**src/rtl/apb_master_n_if.sv**
```systemverilog
// Signal bundle for apb_master_n: internal request side plus the N-slave APB side.
// The master modport is the apb_master_n view; slave is the environment view.
interface apb_master_n_if #(
  parameter int ADDR_W  = 32,
  parameter int DATA_W  = 32,
  parameter int NUM_SLV = 4
);
  logic                      transfer;
  logic                      write;
  logic [ADDR_W-1:0]         addr;
  logic [DATA_W-1:0]         wdata;
  logic                      ready;
  logic [DATA_W-1:0]         rdata;
  logic                      error;
  logic                      busy;
  logic [ADDR_W-1:0]         PADDR;
  logic                      PWRITE;
  logic                      PENABLE;
  logic [DATA_W-1:0]         PWDATA;
  logic [NUM_SLV-1:0]        PSEL;
  logic [NUM_SLV*DATA_W-1:0] PRDATA;
  logic [NUM_SLV-1:0]        PREADY;
  logic [NUM_SLV-1:0]        PSLVERR;

  modport master (
    input  transfer, write, addr, wdata, PRDATA, PREADY, PSLVERR,
    output ready, rdata, error, busy, PADDR, PWRITE, PENABLE, PWDATA, PSEL
  );

  modport slave (
    output transfer, write, addr, wdata, PRDATA, PREADY, PSLVERR,
    input  ready, rdata, error, busy, PADDR, PWRITE, PENABLE, PWDATA, PSEL
  );
endinterface

```
**src/rtl/apb_master_n.sv**
```systemverilog
// APB master with N-slave address decode, PSLVERR / decode-error / PREADY-timeout reporting.
// Optional one-deep command buffer enabled by defining APB_CMD_BUF_EN.
//
// state  | meaning
// IDLE   | no command in flight
// SETUP  | APB setup phase, PSEL asserted, PENABLE low
// ACCESS | APB access phase, waiting for PREADY or watchdog expiry
// DERR   | address hit no slave, error reported without bus activity
module apb_master_n #(
  parameter int                ADDR_W    = 32,
  parameter int                DATA_W    = 32,
  parameter int                NUM_SLV   = 4,
  parameter logic [ADDR_W-1:0] SLV_BASE  = 32'h1000_0000,
  parameter int                SLV_SHIFT = 12,
  parameter int                TIMEOUT   = 16
) (
  input logic           PCLK,
  input logic           PRESET,
  apb_master_n_if.master bus
);

  localparam int IDX_W = (NUM_SLV > 1) ? $clog2(NUM_SLV) : 1;
  localparam int TMR_W = (TIMEOUT > 1) ? $clog2(TIMEOUT) : 1;
  localparam logic [TMR_W-1:0] TMR_LOAD = (TIMEOUT > 0) ? TMR_W'(TIMEOUT - 1) : '0;

  typedef enum logic [1:0] {IDLE = 2'd0, SETUP = 2'd1, ACCESS = 2'd2, DERR = 2'd3} state_t;

  state_t state, state_nxt;

  logic [ADDR_W-1:0] cur_addr;
  logic              cur_write;
  logic [DATA_W-1:0] cur_wdata;
  logic [IDX_W-1:0]  cur_idx;
  logic [TMR_W-1:0]  tmr;
  logic              ready_q, error_q;
  logic [DATA_W-1:0] rdata_q;

  logic [ADDR_W-1:0] in_off;
  logic              in_hit;
  logic [IDX_W-1:0]  in_idx;

  logic              sel_ready, sel_err;
  logic [DATA_W-1:0] sel_rdata;
  logic              tmr_tc, done_ok, done_to, done;

  logic              launch, l_hit, l_write;
  logic [ADDR_W-1:0] l_addr;
  logic [DATA_W-1:0] l_wdata;
  logic [IDX_W-1:0]  l_idx;

  logic [NUM_SLV-1:0] psel;
  logic               penable, busy;

`ifdef APB_CMD_BUF_EN
  logic              buf_vld, buf_write, buf_hit;
  logic [ADDR_W-1:0] buf_addr;
  logic [DATA_W-1:0] buf_wdata;
  logic [IDX_W-1:0]  buf_idx;
  logic              launch_buf, capture;
`endif

  always_comb begin
    in_off = bus.addr - SLV_BASE;
    in_hit = (bus.addr >= SLV_BASE) && ((in_off >> SLV_SHIFT) < ADDR_W'(NUM_SLV));
    in_idx = in_off[SLV_SHIFT +: IDX_W];
  end

  always_comb begin
    sel_ready = 1'b0;
    sel_err   = 1'b0;
    sel_rdata = '0;
    for (int i = 0; i < NUM_SLV; i++) begin
      if (cur_idx == IDX_W'(i)) begin
        sel_ready = bus.PREADY[i];
        sel_err   = bus.PSLVERR[i];
        sel_rdata = bus.PRDATA[i*DATA_W +: DATA_W];
      end
    end
  end

  // PREADY wins over watchdog expiry when both land in the same cycle
  always_comb begin
    tmr_tc  = (tmr == '0);
    done_ok = (state == ACCESS) && sel_ready;
    done_to = (TIMEOUT > 0) && (state == ACCESS) && !sel_ready && tmr_tc;
    done    = done_ok || done_to || (state == DERR);
  end

  always_comb begin
`ifdef APB_CMD_BUF_EN
    launch_buf = done && buf_vld;
    launch     = launch_buf || (bus.transfer && ((state == IDLE) || (done && !buf_vld)));
    capture    = bus.transfer && (state != IDLE) && !done && !buf_vld;
    l_hit      = launch_buf ? buf_hit   : in_hit;
    l_write    = launch_buf ? buf_write : bus.write;
    l_addr     = launch_buf ? buf_addr  : bus.addr;
    l_wdata    = launch_buf ? buf_wdata : bus.wdata;
    l_idx      = launch_buf ? buf_idx   : in_idx;
`else
    launch  = bus.transfer && (state == IDLE);
    l_hit   = in_hit;
    l_write = bus.write;
    l_addr  = bus.addr;
    l_wdata = bus.wdata;
    l_idx   = in_idx;
`endif
  end

  always_ff @(posedge PCLK or posedge PRESET) begin
    if (PRESET) state <= IDLE;
    else        state <= state_nxt;
  end

  always_comb begin
    state_nxt = state;
    case (state)
      IDLE:   if (launch) state_nxt = l_hit ? SETUP : DERR;
      SETUP:  state_nxt = ACCESS;
      ACCESS: if (done) state_nxt = launch ? (l_hit ? SETUP : DERR) : IDLE;
      DERR:   state_nxt = launch ? (l_hit ? SETUP : DERR) : IDLE;
      default: state_nxt = IDLE;
    endcase
  end

  always_comb begin
    psel    = '0;
    penable = (state == ACCESS);
    if ((state == SETUP) || (state == ACCESS)) begin
      for (int i = 0; i < NUM_SLV; i++) psel[i] = (cur_idx == IDX_W'(i));
    end
`ifdef APB_CMD_BUF_EN
    busy = buf_vld;
`else
    busy = (state != IDLE);
`endif
  end

  always_ff @(posedge PCLK or posedge PRESET) begin
    if (PRESET) begin
      cur_addr  <= '0;
      cur_write <= 1'b0;
      cur_wdata <= '0;
      cur_idx   <= '0;
      tmr       <= '0;
      ready_q   <= 1'b0;
      error_q   <= 1'b0;
      rdata_q   <= '0;
    end else begin
      if (launch) begin
        cur_addr  <= l_addr;
        cur_write <= l_write;
        cur_wdata <= l_wdata;
        cur_idx   <= l_idx;
      end
      if (state == SETUP)                                tmr <= TMR_LOAD;
      else if ((state == ACCESS) && !sel_ready && !tmr_tc) tmr <= tmr - 1'b1;
      ready_q <= done;
      error_q <= done_to || (state == DERR) || (done_ok && sel_err);
      if (done && !cur_write) rdata_q <= (done_ok && !sel_err) ? sel_rdata : '0;
    end
  end

`ifdef APB_CMD_BUF_EN
  always_ff @(posedge PCLK or posedge PRESET) begin
    if (PRESET) begin
      buf_vld   <= 1'b0;
      buf_write <= 1'b0;
      buf_hit   <= 1'b0;
      buf_addr  <= '0;
      buf_wdata <= '0;
      buf_idx   <= '0;
    end else if (capture) begin
      buf_vld   <= 1'b1;
      buf_write <= bus.write;
      buf_hit   <= in_hit;
      buf_addr  <= bus.addr;
      buf_wdata <= bus.wdata;
      buf_idx   <= in_idx;
    end else if (launch_buf) begin
      buf_vld <= 1'b0;
    end
  end
`endif

  assign bus.ready   = ready_q;
  assign bus.error   = error_q;
  assign bus.rdata   = rdata_q;
  assign bus.busy    = busy;
  assign bus.PADDR   = cur_addr;
  assign bus.PWRITE  = cur_write;
  assign bus.PWDATA  = cur_wdata;
  assign bus.PSEL    = psel;
  assign bus.PENABLE = penable;

endmodule

```
**src/flat_wrapper.sv**
```systemverilog
// flat-port wrapper written by rule: the top's interface ports become plain ports
module apb_master_n_flat 
#(
  parameter int                ADDR_W    = 32,
  parameter int                DATA_W    = 32,
  parameter int                NUM_SLV   = 4,
  parameter logic [ADDR_W-1:0] SLV_BASE  = 32'h1000_0000,
  parameter int                SLV_SHIFT = 12,
  parameter int                TIMEOUT   = 16
)
  (PCLK, PRESET, bus_transfer, bus_write, bus_addr, bus_wdata, bus_PRDATA, bus_PREADY, bus_PSLVERR, bus_ready, bus_rdata, bus_error, bus_busy, bus_PADDR, bus_PWRITE, bus_PENABLE, bus_PWDATA, bus_PSEL);
  apb_master_n_if #(.ADDR_W(ADDR_W), .DATA_W(DATA_W), .NUM_SLV(NUM_SLV)) bus_i ();
  input logic PCLK;
  input logic PRESET;
  input wire logic [$bits(bus_i.transfer)-1:0] bus_transfer;
  input wire logic [$bits(bus_i.write)-1:0] bus_write;
  input wire logic [$bits(bus_i.addr)-1:0] bus_addr;
  input wire logic [$bits(bus_i.wdata)-1:0] bus_wdata;
  input wire logic [$bits(bus_i.PRDATA)-1:0] bus_PRDATA;
  input wire logic [$bits(bus_i.PREADY)-1:0] bus_PREADY;
  input wire logic [$bits(bus_i.PSLVERR)-1:0] bus_PSLVERR;
  output wire logic [$bits(bus_i.ready)-1:0] bus_ready;
  output wire logic [$bits(bus_i.rdata)-1:0] bus_rdata;
  output wire logic [$bits(bus_i.error)-1:0] bus_error;
  output wire logic [$bits(bus_i.busy)-1:0] bus_busy;
  output wire logic [$bits(bus_i.PADDR)-1:0] bus_PADDR;
  output wire logic [$bits(bus_i.PWRITE)-1:0] bus_PWRITE;
  output wire logic [$bits(bus_i.PENABLE)-1:0] bus_PENABLE;
  output wire logic [$bits(bus_i.PWDATA)-1:0] bus_PWDATA;
  output wire logic [$bits(bus_i.PSEL)-1:0] bus_PSEL;
  assign bus_i.transfer = bus_transfer;
  assign bus_i.write = bus_write;
  assign bus_i.addr = bus_addr;
  assign bus_i.wdata = bus_wdata;
  assign bus_i.PRDATA = bus_PRDATA;
  assign bus_i.PREADY = bus_PREADY;
  assign bus_i.PSLVERR = bus_PSLVERR;
  assign bus_ready = bus_i.ready;
  assign bus_rdata = bus_i.rdata;
  assign bus_error = bus_i.error;
  assign bus_busy = bus_i.busy;
  assign bus_PADDR = bus_i.PADDR;
  assign bus_PWRITE = bus_i.PWRITE;
  assign bus_PENABLE = bus_i.PENABLE;
  assign bus_PWDATA = bus_i.PWDATA;
  assign bus_PSEL = bus_i.PSEL;
  apb_master_n #(.ADDR_W(ADDR_W), .DATA_W(DATA_W), .NUM_SLV(NUM_SLV), .SLV_BASE(SLV_BASE), .SLV_SHIFT(SLV_SHIFT), .TIMEOUT(TIMEOUT)) u_core (.PCLK(PCLK), .PRESET(PRESET), .bus(bus_i));
endmodule
```
**config.mk**
```make
export PLATFORM = sky130hd
export DESIGN_NAME = apb_master_n_flat
export DESIGN_NICKNAME = d
export VERILOG_FILES = /design/src/rtl/apb_master_n_if.sv /design/src/rtl/apb_master_n.sv /design/src/flat_wrapper.sv
export SDC_FILE = /design/constraint.sdc
export NUM_CORES = 1
export LEC_CHECK = 0
export CAP_MARGIN = 20
export CORE_MARGIN = 5
export CORE_UTILIZATION = 38
export DETAILED_ROUTE_END_ITERATION = 10
export DONT_BUFFER_PORTS = 1
export SYNTH_ARGS = -nofsm -noshare
export SYNTH_HDL_FRONTEND = slang
export SYNTH_SLANG_ARGS = --single-unit
```
**constraint.sdc**
```tcl
create_clock -name PCLK -period 3.2 [get_ports PCLK]
set_input_delay 0 -clock PCLK [delete_from_list [all_inputs] [get_ports PCLK]]
set_output_delay 0 -clock PCLK [all_outputs]
set_load 0.01 [all_outputs]
```
* After elaboration in Yosys (flattened, before gate mapping)
Index checks and enable logic that the tools add are counted. Widths: inputs -> output; s select.
Storage, ports and cells: register bits after elaboration 107, input bits 204, output and inout bits 105, logic and storage cells 66
Cells by class: add/sub/neg operators 2, $lt $le $gt $ge 2, eq/ne operators 8, mux-type cells 21, reduce and logical (&&, ||, !) cells 24
Operators with widths (number):
- $mux 32 | 5
- $ge 32x29->1 const B | 1
- $sub 32x29->32 const B | 1
- $lt 20x3->1 const B | 1
- $mux 4 | 3
- $logic_and 1x1->1 | 9
- $eq 2x2->1 const B | 4
- $mux 1 | 8
- $mux 2 | 4
- $pmux 2 s4 | 1
- $logic_or 1x1->1 | 5
- $eq 2x1->1 const B | 2
- $logic_not 1->1 | 4
- $logic_not 2->1 | 2
- $logic_not 4->1 | 1
- $ne 2x1->1 const B | 2
- $reduce_bool 2->1 | 2
- $sub 4x1->4 const B | 1
- $reduce_and 2->1 | 1

* Depth between registers and ports, before layout
Gate-level depths: netlist of the first run.
word-level depth 12, gate-level depth with buffers 7, gate-level depth less buffers 6

* Worst setup path before layout of the first run
Ideal clock, no wire load.
kind register -> register, start point register u_core.cur_idx[0], end point register u_core.state[0], setup time 0.128 ns, arrival 1.830 ns, data required time 3.072 ns, slack 1.243 ns, stages on the path, launching flop included 6, buffers on the path 1, clock period less this slack 1.957 ns, cells stage by stage dfrtp_1 buf_6 mux4_2 nor3_2 o2bb2ai_1 mux2_1
Between the ends: longest elaborated chain between the ends 12, elaborated cells on any way between the ends 16, those cells by class eq/ne: 4; mux: 4; reduce/logical: 8
Ends and longest elaborated chain:
- start, declared | line apb_master_n.sv:33 | logic [IDX_W-1:0] cur_idx;
- start signal, assigned | line apb_master_n.sv:153 | cur_idx <= l_idx;
- $logic_not 2->1 | line apb_master_n.sv:73 | if (cur_idx == IDX_W'(i)) begin
- $mux 1 (3 in series) | line apb_master_n.sv:73
- $mux 1 (*) | line apb_master_n.sv:73
- $logic_not 1->1 | line apb_master_n.sv:85 | done_to = (TIMEOUT > 0) && (state == ACCESS) && !sel_ready && tmr_tc;
- $logic_and 1x1->1 (2 in series) | line apb_master_n.sv:85
- $logic_or 1x1->1 (*) (2 in series) | line apb_master_n.sv:86 | done = done_ok || done_to || (state == DERR);
- $ne 2x1->1 (no source line) (*)
- $reduce_and 2->1 (no source line) (*)
- end signal, assigned | line apb_master_n.sv:111 | else state <= state_nxt;
- end, declared | line apb_master_n.sv:28 | state_t state, state_nxt;
Every way passes the cells marked *; elsewhere a longest branch is shown, timed or not. A chain may end at the register's enable or synchronous reset.

* Final worst setup path of the first run
start point register u_core.cur_idx[0], end point register u_core.rdata_q[1] (netlist: u_core.bus.rdata[1])
Between the ends: longest elaborated chain between the ends 11, elaborated cells on any way between the ends 26, those cells by class eq/ne: 3; mux: 13; reduce/logical: 10
Ends and longest elaborated chain:
- $logic_not 2->1 | line apb_master_n.sv:73
- $mux 1 (4 in series) | line apb_master_n.sv:73
- $logic_not 1->1 | line apb_master_n.sv:85
- $logic_and 1x1->1 (2 in series) | line apb_master_n.sv:85
- $logic_or 1x1->1 (2 in series) | line apb_master_n.sv:86
- $logic_and 1x1->1 | line apb_master_n.sv:159 | if (done && !cur_write) rdata_q <= (done_ok && !sel_err) ? sel_rdata : '0;
- end signal, assigned | line apb_master_n.sv:159
- end, declared | line apb_master_n.sv:36 | logic [DATA_W-1:0] rdata_q;
Parallel ways exist; a longest one is shown, timed or not.

==> flow_metrics.tcl, run 1 <==
set metrics [dict create \
    relSlewSlack 0.470 \
    fmax_mhz 423 \
    clkTransAtPathRegs_ns 0.07 \
    ys_async_sr_fraction 1.00 \
    initial_core_util 0.389 \
    grt_max_degree 65 \
    drc 0 \
    peakVddDrop_mv 0.506 \
    critical_path_buf_inv_count 1 \
    insertion_delay_ns 0.35 \
    synth_edf_count 0 \
    cp_slowest_cell "mux4_2" \
    setup_tns_ns 0 \
    ant_nets 0 \
    hpwl_um 11300 \
    vias_per_cell 5.45 \
    required_ns 3.44 \
    period_share 0.738 \
    drt_wl_total_um 15100 \
    wire_per_inst_um 24.1 \
    swShare 0.380 \
    setup_viol 0 \
    die_h_um 127 \
    end_kind "register" \
    p_leak_uw 0.00269 \
    power-per-cell-area_nw_per_um2 939 \
    rows 42 \
    cts.sinks 105 \
    max_slew.worst_pin.slew_ns 0.793 \
    dieArea_um2 16000 \
    clock_path_buffers 2 \
    gr-usage-all-layers 0.184 \
    ys.flop_type "dfrtp_1" \
    period_minus_slack_ns 2.36 \
    dr_total_vias 3408 \
    start_kind "register" \
    avgSynthCellArea_um2 13.5 \
    combPwrFrac 0.364 \
    crit_chain "mux4_2, o31ai_4, buf_4, nand2_1, o31ai_1" \
    p_total_uw 5920 \
    die_x_um 127 \
    ys_ff_latch 105 \
    numCtsBuffers 9 \
    hold_viol_final 0 \
    max_stage_delay_ns 0.66 \
    rsz0062_at_grt "false" \
    setup.worst_path.class "register to register" \
    arrival_ns 2.60 \
    drv_slew 0 \
    synth_area_um2 5170 \
    drt_iter0_markers 179 \
    port_buffers 0 \
    drt_pass1_iterations 4 \
    utilization 0.474 \
    gp_congestion 0.815 \
    skew_ns 0.00827 \
    crit_family "multiplexers" \
    synth_seq_area_share 0.508 \
    maxCapViolations 0 \
    nFillCells 1151 \
    status "completed" \
    yosysWarnings 0 \
    final_common_cell "dfrtp_1" \
    grt_pass1_vias 3833 \
    h-tree-depth 3 \
    p_sw_uw 2250 \
    area_growth_pct 22.1 \
    grt_pass1_wl_um 22800 \
    seqPwrFrac 0.443 \
    crit_path_max_fanout 64 \
    boundaryPins 309 \
    drive_gt1_frac 0.288 \
    p_clk_frac 0.193 \
    hold_path.class "input port to register" \
    final_nets 653 \
    core-area_um2 13300 \
    antenna_found_initial 3 \
    tritoncts "done" \
    synthCells 383 \
    final_cell_mix "dfrtp_1 (103), dlygate4sd3_1 (67), mux2_2 (65)" \
    synth_nets 593 \
    grt-ovfl-total 0 \
    yosysUniqueCellTypes 34 \
    cts-root-buf "clkbuf_16" \
    p_int_uw 3670 \
]
## path summary, 6_finish.rpt
kind | from | end | slack (ns) | cells after the start
worst max-delay path | u_core.cur_idx[0]$_DFFE_PP0P_ | u_core.bus.rdata[1]$_DFFE_PP0P_ | 0.84 | 5
worst min-delay path | bus_addr[19] | u_core.state[1]$_DFFE_PP0P_ | 0.02 | 4
worst max register to register | u_core.cur_idx[0]$_DFFE_PP0P_ | u_core.bus.rdata[1]$_DFFE_PP0P_ | 0.84 | 5
worst min register to register | u_core.tmr[0]$_DFFE_PP0P_ | u_core.tmr[0]$_DFFE_PP0P_ | 0.55 | 2
max in group asynchronous | PRESET | u_core.bus.PWDATA[11]$_DFFE_PP0P_ | 2.18 | 3
min in group asynchronous | PRESET | u_core.bus.PADDR[3]$_DFFE_PP0P_ | 0.12 | 2
## layer usage
metal,vias up,global-route usage,routed length (um)
met5,-,0,26
met4,4,0.0530,223
met3,16,0.0748,1430
met2,159,0.325,8130
met1,1735,0.203,5270
li1,1494,-,-
## logic make-up after synthesis
kind of cell | after synthesis | share of synthesized area
adder cells (fa/ha/maj) | 6 | 0.0145
AO/OA/AOI/OAI | 43 | 0.0639
buffers and inverters | 67 | 0.0598
AND/OR/NAND/NOR | 58 | 0.0540
flip-flops | 105 | 0.508
multiplexers | 102 | 0.296
XOR/XNOR | 2 | 0.00339
## power groups by stage
stage	logic, uW	registers (uW)	clock network (uW)
finish	2160	2630	1140
global route	2390	2700	1230
CTS	2180	2630	1180
detailed placement	2120	2650	0
global placement	2040	2640	0
floorplan	1860	2440	0
## synth_stat cells (2+ instances only)
| cell | instances | share of area |
|---|---|---|
| mux2i_1 | 2 | 0.0039 |
| xnor2_1 | 2 | 0.0034 |
| mux2_2 | 65 | 0.14 |
| o31ai_1 | 32 | 0.046 |
| and3b_1 | 2 | 0.0034 |
| clkbuf_1 | 12 | 0.0087 |
| nor4_1 | 4 | 0.0048 |
| o311ai_1 | 2 | 0.0034 |
| buf_6 | 7 | 0.015 |
| dfrtp_1 | 105 | 0.51 |
| mux4_2 | 34 | 0.15 |
| nor2_1 | 2 | 0.0015 |
| inv_1 | 42 | 0.031 |
| nand2_1 | 38 | 0.028 |
| nor3b_1 | 3 | 0.0044 |
| ha_1 | 6 | 0.015 |
| buf_1 | 2 | 0.0015 |
| o21ai_0 | 3 | 0.0029 |
| nand3b_1 | 2 | 0.0029 |
| buf_2 | 4 | 0.0039 |
## stage by stage
step                      worst slack (ns)  std cells  hold slack, ns  instance area [um2]
after floorplan                      0.439        383           0.151                 5170
after global placement               0.912        541          -0.111                 5330
after detailed placement             0.838        541          -0.102                 5330
after CTS                            0.826        624          0.0105                 6300
after global routing                 0.666        624          0.0349                 6300
final                                0.838        625          0.0182                 6310
## cell type report
type / instances / area, um2 / share of cell area
flip-flops and latches: 105 / 2630 / 0.417
multi-input cells: 211 / 2250 / 0.357
repair buffers: 74 / 736 / 0.117
clock buffers: 12 / 256 / 0.0407
well taps: 176 / 220 / 0.0349
inverters: 42 / 160 / 0.0254
clock inverters: 4 / 51.3 / 0.00813
diodes: 1 / 2.50 / 0.000397
## flip-flops by register name (all words and copies together), names as in the netlist
| register | cells |
|---|---|
| u_core.tmr | 4 |
| u_core.cur_idx | 1 |
| u_core.bus.PWRITE | 1 |
| u_core.bus.PADDR | 31 |
| u_core.bus.ready | 1 |
| u_core.bus.rdata | 32 |
| u_core.bus.error | 1 |
| u_core.bus.PWDATA | 32 |
| u_core.state | 2 |
## repair_timing
item / 4_1_cts / 5_1_grt
endpoints found under the hold margin: 95 / 0
gates resized for setup: 0 / 0
endpoints found under the setup margin: 0 / 0
hold buffers: 67 / 0
setup buffers: 0 / 0
## tightest hold or removal path, delay by kind of cell
family,cells,cell delay (ns)
multiplexers,1,0.13
AO/OA/AOI/OAI,1,0.07
AND/OR/NAND/NOR,2,0.12
Power figures use the tool's default switching activity.
==> inputs of run 2 (changes only) <==
==> constraint.sdc (replaced) <==
create_clock -name PCLK -period 2.3 [get_ports PCLK]
set_input_delay 0 -clock PCLK [delete_from_list [all_inputs] [get_ports PCLK]]
set_output_delay 0 -clock PCLK [all_outputs]
set_load 0.01 [all_outputs]
==> run 2 against run 1 <==
Compared with the run above: fmax rose by 19%; routed wire length shrank 3.7%; critical path depth is 1 lower; global-route usage decreased by 0.74 points; sequential cell count unchanged; highest routed layer unchanged; clock power increased by 36%.
==> flow_metrics.tcl, run 2 (synthesis gave the netlist of run 1 again) <==
set metrics [dict create \
    hold_viol_final 0 \
    top_layer "met5" \
    grt_pass1_wl_um 22000 \
    wl_met3_um 1330 \
    cts_resized 0 \
    drive_gt1_frac 0.296 \
    power-per-cell-area_nw_per_um2 1300 \
    dr_total_vias 3418 \
    drt_iter0_markers 135 \
    period_minus_slack_ns 1.98 \
    drv_slew 0 \
    grt-ovfl-total 0 \
    seqPwrFrac 0.440 \
    drt_wl_total_um 14500 \
    hold_path.class "input port to register" \
    fmax_mhz 505 \
    area_growth_pct 22.8 \
    drt_pass1_iterations 5 \
    maxCapViolations 0 \
    antenna_found_initial 2 \
    nFillCells 1151 \
    relSlewSlack 0.444 \
    period_share 0.861 \
    start_kind "register" \
    grt_pass1_vias 3727 \
    insertion_delay_ns 0.34 \
    tritoncts "done" \
    wire_per_inst_um 23.1 \
    required_ns 2.53 \
    p_int_uw 5130 \
    setup.worst_path.class "register to register" \
    seq_area_um2 2630 \
    status "completed" \
    p_clk_frac 0.188 \
    die_x_um 127 \
    hpwl_um 11100 \
    diodes 0 \
    rsz0062_at_grt "false" \
    port_buffers 0 \
    gr-usage-all-layers 0.176 \
    initial_core_util 0.389 \
    cts-root-buf "clkbuf_16" \
    vias_per_cell 5.44 \
    grt_max_degree 67 \
    p_sw_uw 3090 \
    numCtsBuffers 9 \
    gp_congestion 0.809 \
    cts.sinks 105 \
    max_slew.worst_pin.slew_ns 0.834 \
    ant_nets 0 \
    clkTransAtPathRegs_ns 0.07 \
    p_leak_uw 0.00271 \
    final_cell_mix "dfrtp_1 (103), dlygate4sd3_1 (67), mux2_2 (65)" \
    rows 42 \
    final_nets 657 \
    setup_tns_ns 0 \
    combPwrFrac 0.372 \
    utilization 0.477 \
    wl_met1_um 5410 \
    boundaryPins 309 \
    swShare 0.376 \
    crit_path_max_fanout 7 \
    peakVddDrop_mv 0.817 \
    h-tree-depth 3 \
    dr_wl_met2_um 7650 \
    die_h_um 127 \
    final_common_cell "dfrtp_1" \
    core-area_um2 13300 \
    end_kind "register" \
    skew_ns 0.00835 \
    drc 0 \
    dieArea_um2 16000 \
    setup_viol 0 \
    multi_input_area_um2 2250 \
    clock_path_buffers 2 \
    arrival_ns 2.21 \
]
[run 2: area by class of cell]
type                    instances  area share
clock buffers                  10      0.0377
clock inverters                 6      0.0103
inverters                      42      0.0254
multi-input cells             211       0.355
flip-flops and latches        105       0.415
well taps                     176      0.0347
repair buffers                 78       0.123
[run 2: worst paths after layout]
| path | endpoint | slack (ns) | depth (start not counted) | startpoint |
|---|---|---|---|---|
| setup / recovery | u_core.state[0]$_DFFE_PP0P_ | 0.32 | 4 | u_core.cur_idx[0]$_DFFE_PP0P_ |
| hold / removal | u_core.state[1]$_DFFE_PP0P_ | 0.007 | 4 | bus_addr[27] |
| setup reg to reg | u_core.state[0]$_DFFE_PP0P_ | 0.32 | 4 | u_core.cur_idx[0]$_DFFE_PP0P_ |
| hold reg to reg | u_core.bus.rdata[12]$_DFFE_PP0P_ | 0.56 | 2 | u_core.bus.rdata[12]$_DFFE_PP0P_ |
| max in group asynchronous | u_core.cur_idx[0]$_DFFE_PP0P_ | 1.27 | 3 | PRESET |
| min in group asynchronous | u_core.bus.PWDATA[4]$_DFFE_PP0P_ | 0.28 | 3 | PRESET |
[run 2: metrics by stage]
stage	power, uW	hold slack, ns	worst slack, ns	area (um2)	std cells
finish	8220	0.00715	0.320	6340	628
global route	8790	0.0643	0.198	6340	628
CTS	8360	0.00129	0.311	6340	628
detailed placement	6680	0.0547	0.313	5370	545
global placement	6540	0.0471	0.344	5370	545
floorplan	5980	0.151	0.343	5170	383
[run 2: layer usage]
| metal | up-vias | global-route usage |
|---|---|---|
| li1 | 1510 | - |
| met1 | 1733 | 0.210 |
| met2 | 162 | 0.302 |
| met3 | 9 | 0.0736 |
| met4 | 4 | 0.0341 |
| met5 | - | 0 |
[run 2: power groups by stage]
stage,registers [uW],logic (uW),clock network [uW]
final,3610,3060,1550
after global routing,3710,3410,1670
after CTS,3630,3130,1600
after detailed placement,3650,3030,0
after global placement,3630,2910,0
after floorplan,3390,2590,0
[run 2: worst max-delay path, stage by stage, from the launching register on]
cell and delay (ns):
dfrtp_2 0.43, mux4_2 0.61, nor3_2 0.28, o2bb2ai_1 0.20
mux2_1 0.35
[run 2: timing repair]
| item | 4_1_cts | 5_1_grt |
|---|---|---|
| endpoints found under the hold margin | 172 | 0 |
| buffers inserted | 0 | 0 |
| hold buffers | 67 | 0 |
